===== src/rtl/clk_sched.sv =====
// Rate controller for the FSM clock divider: owns the divide ratio, runs/stops/single-steps
// the divided clock, and swaps in new ratios only on period boundaries.
module clk_sched #(
  parameter int unsigned WIDTH = 32,
  parameter logic [WIDTH-1:0] DEFAULT_SCALE = WIDTH'(24)
) (
  input  logic             CCLK,
  input  logic             RST,
  input  logic             run,
  input  logic             step,
  input  logic [WIDTH-1:0] scale_in,
  input  logic             scale_valid,
  output logic             scale_ready,
  output logic             tick,
  output logic             clk,
  output logic [1:0]       state,
  output logic [WIDTH-1:0] scale_cur
);

  typedef enum logic [1:0] {
    ST_STOP = 2'd0,
    ST_RUN  = 2'd1,
    ST_STEP = 2'd2
  } state_t;

  state_t           st;
  state_t           st_nxt;
  logic [WIDTH-1:0] cnt;
  logic [WIDTH-1:0] pend;
  logic             pend_vld;
  logic             rearm;
  logic             boundary;
  logic             accept;
  logic             apply;

  // Equality compare: cnt never wraps, so the all-ones scale is legal.
  assign boundary = (st != ST_STOP) && (cnt == scale_cur);
  assign accept   = scale_valid && scale_ready;
  assign apply    = pend_vld && ((st == ST_STOP) || boundary);
  assign state    = st;

  always_ff @(posedge CCLK or posedge RST) begin
    if (RST) begin
      st <= ST_STOP;
    end else begin
      st <= st_nxt;
    end
  end

  // Stops and steps only leave on a boundary, so no period is ever truncated.
  always_comb begin
    st_nxt = st;
    case (st)
      ST_STOP: begin
        if (run) begin
          st_nxt = ST_RUN;
        end else if (step) begin
          st_nxt = ST_STEP;
        end
      end
      ST_RUN: begin
        if (boundary && !run) begin
          st_nxt = ST_STOP;
        end
      end
      ST_STEP: begin
        if (boundary) begin
          st_nxt = run ? ST_RUN : ST_STOP;
        end
      end
      default: st_nxt = ST_STOP;
    endcase
  end

  always_ff @(posedge CCLK or posedge RST) begin
    if (RST) begin
      cnt  <= '0;
      tick <= 1'b0;
      clk  <= 1'b0;
    end else if (st == ST_STOP) begin
      cnt  <= '0;
      tick <= 1'b0;
    end else if (boundary) begin
      cnt  <= '0;
      tick <= 1'b1;
      clk  <= ~clk;
    end else begin
      cnt  <= cnt + WIDTH'(1);
      tick <= 1'b0;
    end
  end

  // Ready stays low from transfer until one edge after the value is applied,
  // so accept and apply can never coincide.
  always_ff @(posedge CCLK or posedge RST) begin
    if (RST) begin
      pend_vld    <= 1'b0;
      rearm       <= 1'b0;
      scale_ready <= 1'b1;
      scale_cur   <= DEFAULT_SCALE;
    end else begin
      rearm <= apply;
      if (apply) begin
        scale_cur <= pend;
        pend_vld  <= 1'b0;
      end else if (accept) begin
        pend_vld  <= 1'b1;
      end
      if (accept) begin
        scale_ready <= 1'b0;
      end else if (rearm) begin
        scale_ready <= 1'b1;
      end
    end
  end

  always_ff @(posedge CCLK) begin
    if (accept) begin
      pend <= scale_in;
    end
  end

endmodule


===== config.mk =====
export PLATFORM = sky130hd
export DESIGN_NAME = clk_sched
export DESIGN_NICKNAME = d
export VERILOG_FILES = /design/src/rtl/clk_sched.sv
export SDC_FILE = /design/constraint.sdc
export NUM_CORES = 1
export LEC_CHECK = 0
export ABC_CLOCK_PERIOD_IN_PS = 2000
export CORE_MARGIN = 2
export CORE_UTILIZATION = 57
export DETAILED_ROUTE_END_ITERATION = 12
export DONT_BUFFER_PORTS = 1
export GPL_TIMING_DRIVEN = 0
export PLACE_DENSITY = 0.82
export SLEW_MARGIN = 25
export SYNTH_ARGS = -nofsm -noshare
export SYNTH_HDL_FRONTEND = slang
export SYNTH_SLANG_ARGS = --single-unit

===== constraint.sdc =====
create_clock -name CCLK -period 2 [get_ports CCLK]
set_clock_uncertainty 0.15 [all_clocks]
set_input_delay 0.1 -clock CCLK [delete_from_list [all_inputs] [get_ports CCLK]]
set_output_delay 0.1 -clock CCLK [all_outputs]
set_load 0.03 [all_outputs]

== Word-level counts from Yosys, hierarchy flattened ==
Cells that the tools add are included.
Word-level totals
  register bits: 103
  word-level logic and storage cells: 44
  bits of input ports: 37
  output and inout port bits: 37
Cells by class
  reduce and logical (&&, ||, !) cells: 12
  equal/unequal tests: 6
  mux-type cells: 14
  bitwise logic cells: 2
  add/subtract/negate cells: 1
Operators by type and width (count)
  two-way mux 32 bit: 2
  adder 32 x 1 -> 32 bit (second input constant): 1
  == test 32 bit: 1
  two-way mux 2 bit: 4
  two-way mux 1 bit: 7
  one-hot mux 2 bit (3 select lines): 1
  nonzero test 2 bit: 3
  logical AND 1 bit: 4
  inequality test 2 bit (second input constant): 2
  inequality test 3 bit (second input constant): 1
  AND reduction 3 bit: 1
  == test 2 x 1 -> 1 bit (second input constant): 1
  == test 2 bit (second input constant): 1
  zero test 2 bit: 1
  NOT 1 bit: 2
  AND reduction 2 bit: 1
  zero test 1 bit: 1
  logical OR 1 bit: 1

== Longest topological paths before layout ==
  depth in word-level cells: 5
  gate-level depth with buffers: 8
  depth with buffers taken out: 6

== Worst setup path after synthesis ==
No wires, ideal clock.
  kind: register to register
  from: register scale_cur[15]
  to: register cnt[20]
  stages on the path, launching flop included: 8
  data required time: 1.729 ns
  path slack: -0.073 ns
  clock period less this slack: 2.073 ns
  data arrival time: 1.802 ns
  setup time: 0.121 ns
  path buffers: 2
  cell sequence: dfrtp_1 > xor2_1 > nor4_1 > nand4_1 > clkbuf_1 > o21ai_1 > buf_2 > nor2_1
Between the ends
  cells in the longest elaborated chain, start to end: 4
RTL lines
  from (decl): line 17  | output logic [WIDTH-1:0] scale_cur
  from (signal assigned): line 104  | scale_cur <= pend;
  == test 32 bit: line 37  | assign boundary = (st != ST_STOP) && (cnt == scale_cur);
  logical AND 1 bit: line 37
  two-way mux 32 bit: line 83  | end else if (boundary) begin
  two-way mux 32 bit: line 80  | end else if (st == ST_STOP) begin
  to (signal assigned): line 88  | cnt <= cnt + WIDTH'(1);
  to (decl): line 28  | logic [WIDTH-1:0] cnt;
Every way passes these cells.
A chain may end at the register's enable or synchronous reset.

== Worst setup path after layout ==
  from: register scale_cur[4]
  to: register cnt[11]
The elaborated chain is that of the path after synthesis.

==> results.rst <==
.. list-table::
   :header-rows: 1

   * - Metric
     - Value
   * - RSZ-0062 raised after global routing
     - true
   * - Capture instance of the worst register-to-register path
     - cnt[11]
   * - Total number of placement rows
     - 33
   * - Synth Net Count
     - between 400 and 500
   * - EDFF count, synth
     - 32
   * - Final Cell Area
     - 0.00583 mm2
   * - Worst-case register-to-register setup slack
     - -0.30 ns
   * - Outcome
     - complete, but fails checks
   * - Failing checks
     - setup timing
   * - First-pass iteration count of the detailed router
     - 5
   * - Min setup slack post-route
     - -0.302 ns
   * - Setup CP Type
     - reg -> reg
   * - TritonCTS clock tree
     - done
   * - CTS clk-pin slew, worst paths
     - 0.11 ns
   * - Clock period minus final worst setup slack
     - 2.30 ns
   * - Period Utilization, post-route
     - 1.15
   * - Synth area leaders
     - sky130_fd_sc_hd__dfrtp_1 (35%), sky130_fd_sc_hd__edfxtp_1 (20%), sky130_fd_sc_hd__o211ai_1 (9.9%)
   * - Vias in the first global route
     - 3,674
   * - Layout Nets
     - 533
   * - Die Span Y
     - 96.1 um
   * - Number of placed instances, taps included
     - around 540
   * - Overall global routing resource usage
     - 0.271
   * - Worst setup path startpoint
     - scale_cur[4]
   * - Crit path cell chain
     - xor2_2 -> nor4_2 -> nand4_1 -> buf_6 -> o21ai_4 -> buf_6 -> nor2_1
   * - Die X-Extent
     - 96.1 um
   * - Areal power density over the cells
     - approximately 760 mW/mm2
   * - Depth of the worst register-to-register path
     - 7
   * - Final-report setup violation count
     - 70
   * - Max-slew violations
     - 0
   * - Count of pins on the block boundary
     - 74
   * - Congestion Overflow GR
     - 0
   * - Library cell used as clock root buffer
     - sky130_fd_sc_hd__clkbuf_8
   * - Largest driver fanout on the critical path
     - 10
   * - Max clock buf depth
     - 2
   * - Synthesis-to-layout area growth
     - 20.5%
   * - Routed len/inst
     - 19.4 um
   * - Peak supply drop
     - 0.000553 V
   * - DRC violations left
     - 0
   * - Warnings, synthesis
     - 0
   * - Later-pin clock latency in the skew report
     - about 0.37 ns
   * - DR vias/cell
     - between 6 and 7
   * - Layout cell share with drive strength beyond 1
     - 0.172
   * - Relative slew slack
     - 0.512
   * - Fraction of the yosys area taken by sequential cells
     - 0.566
   * - Number of nets with antenna violations after detailed routing
     - 0
   * - R2r startpoint
     - scale_cur[4]
   * - CP dominant cell by count
     - sky130_fd_sc_hd__buf_6
   * - CTS H-Tree Depth
     - 3
   * - Capturing element of the worst setup path
     - cnt[11]
   * - Share of the synthesized area in the top cell type
     - 0.352
   * - Placement-stage worst setup slack
     - -0.508 ns
   * - Highest clock rate
     - 434 MHz
   * - Cell type with the largest total area after synthesis
     - sky130_fd_sc_hd__dfrtp_1
   * - First-pass GRT wire length
     - 18,700 um
   * - Initial antenna violation count
     - 0
   * - Flops & latches, synth
     - 103
   * - Mean Syn Cell Area
     - 11.1 um2
   * - Worst path slowest cell
     - sky130_fd_sc_hd__dfstp_2
   * - Share of async-settable or async-resettable flops after synthesis
     - 0.689
   * - Core region area
     - approximately 0.008 mm2
   * - Max-cap viol count
     - 0
   * - # port buffers
     - 0
   * - Final routed wirelength across all metal layers
     - 11,700 um
   * - Die area
     - between 0.009 and 0.01 mm2
   * - Final Hold Violating Endpoints
     - 0
   * - Worst-Margin Slew
     - 0.733 ns
   * - Clock buffer count from CTS
     - 9
   * - Number of standard cells in the layout, taps in and fillers out
     - 605
   * - Nature of the critical path startpoint
     - register
   * - DP Area
     - 0.00504 mm2
   * - DR iter-0 viols
     - between 200 and 300
   * - Arrival time reported for the critical path endpoint
     - 2.41 ns
   * - Number of vias in the routed layout
     - 3,641
   * - Distinct cells, synth
     - 36
   * - Mapped Cells
     - ~440
   * - Total power
     - 4.44 mW
   * - Type of the tightest min-delay check
     - in -> async
   * - Flip-flop cell with the highest count after synthesis
     - sky130_fd_sc_hd__dfrtp_1
   * - CTS sink count
     - just over 100
   * - Most frequent cells in the layout
     - sky130_fd_sc_hd__o211ai_1 (64), sky130_fd_sc_hd__xor2_1 (52), sky130_fd_sc_hd__dfrtp_1 (49)
   * - Count of antenna diodes in the layout
     - 0
   * - Post-DP HPWL
     - 7640 um
   * - Initial standard-cell utilization of the core
     - 0.589
   * - Leak
     - ~2.1 nW
   * - Post-synthesis instance area
     - 0.00484 mm2
   * - Biggest cell delay along the critical path
     - 0.71 ns
   * - Worst EP required
     - 2.11 ns
   * - Most frequent standard cell in the layout excluding fill and tap cells
     - sky130_fd_sc_hd__o211ai_1
   * - Global placement routability congestion
     - around 0.87
   * - Pin count of the biggest net entering global routing
     - 34
   * - Crit path capture type
     - register
flip-flops by register name, summed over array words and instances, names as in the netlist:
register,flops
scale_cur,32
tick,1
state,2
clk,1
cnt,32
scale_ready,1
rearm,1
pend_vld,1
pend,32
routing by layer:
metal / wire [um] / GRT usage / vias to the layer above
met2: 5950 / 0.442 / 120
met3: 594 / 0.0470 / 24
li1: - / - / 1667
met4: 315 / 0.119 / 0
met1: 4890 / 0.358 / 1830
met5: 0 / 0 / -
per-stage QoR:
stage / hold WS, ns / TNS, ns / utilization
2_1_floorplan: 0.00825 / 0 / -
3_3_place_gp: 0.0124 / -29.17 / 0.609
3_5_place_dp: -0.193 / -28.35 / 0.614
4_1_cts: 0.00829 / -15.49 / 0.703
5_1_grt: 0.0319 / -24.16 / 0.710
6_report: 0.0135 / -18.44 / 0.710
final cells by class:
class	count	area (um2)
Clock buffer	10	128
Multi-Input combinational cell	299	2030
Tap cell	105	131
Buffer	30	220
Sequential cell	103	2770
Clock inverter	6	56.3
Fill cell	510	2380
Inverter	5	22.5
Timing Repair Buffer	47	480
kinds of logic (layout without fill, tap and decap cells):
family / after synthesis / count (layout) / share of synthesized area
multiplexers: 2 / 2 / 0.00439
flip-flops: 103 / 103 / 0.566
adder cells (fa/ha/maj): 1 / 1 / 0.00258
XOR/XNOR: 60 / 60 / 0.109
buffers and inverters: 35 / 98 / 0.0300
AND/OR/NAND/NOR: 160 / 160 / 0.174
AO/OA/AOI/OAI: 76 / 76 / 0.114
report_power, final:
part	switching, mW	internal [mW]	leakage [nW]
logic	0.461	0.381	0.976
clock network	0.764	0.478	0.0905
registers	0.110	2.25	1.08
worst min path at each step:
stage / to / slack (ns)
after floorplan: scale_ready / 0.008
after global placement: scale_ready / 0.01
after detailed placement: scale_cur[30] / -0.19
after CTS: scale_cur[5] / 0.008
after global routing: tick / 0.03
final: clk / 0.01
Yosys cell counts, types with 2 or more instances:
| cell | n |
|---|---|
| sky130_fd_sc_hd__a21oi_1 | 4 |
| sky130_fd_sc_hd__and2_1 | 4 |
| sky130_fd_sc_hd__and3_1 | 4 |
| sky130_fd_sc_hd__and3_2 | 2 |
| sky130_fd_sc_hd__and4_1 | 3 |
| sky130_fd_sc_hd__buf_1 | 3 |
| sky130_fd_sc_hd__buf_2 | 5 |
| sky130_fd_sc_hd__clkbuf_1 | 21 |
| sky130_fd_sc_hd__dfrtp_1 | 68 |
| sky130_fd_sc_hd__dfstp_2 | 3 |
| sky130_fd_sc_hd__edfxtp_1 | 32 |
| sky130_fd_sc_hd__inv_1 | 5 |
| sky130_fd_sc_hd__nand2_1 | 41 |
| sky130_fd_sc_hd__nand2b_1 | 32 |
| sky130_fd_sc_hd__nand3_1 | 12 |
| sky130_fd_sc_hd__nand3_2 | 2 |
| sky130_fd_sc_hd__nand4_1 | 11 |
| sky130_fd_sc_hd__nor2_1 | 31 |
| sky130_fd_sc_hd__nor3_1 | 2 |
| sky130_fd_sc_hd__nor4_1 | 10 |
| sky130_fd_sc_hd__o211ai_1 | 64 |
| sky130_fd_sc_hd__o21ai_0 | 4 |
| sky130_fd_sc_hd__or3_1 | 3 |
| sky130_fd_sc_hd__xnor2_1 | 7 |
| sky130_fd_sc_hd__xor2_1 | 53 |
what timing repair did:
action                                 CTS  global route
hold buffers                            36             0
pin swaps                               27            10
setup endpoints to repair               70            70
setup buffers                            6             1
gates resized for setup                 39            13
endpoints found under the hold margin  106             0
cloned                                   2             0
worst max-delay path: cells and delay by family (launching register included):
kind	cells	cell delay (ns)
AOI/OAI and AO/OA	1	0.25
buffers and inverters	2	0.40
and+or+nand+nor	3	0.55
xor gates and xnor gates	1	0.12
DFF	1	0.71
Note: power is estimated with default switching activity, not from simulation.
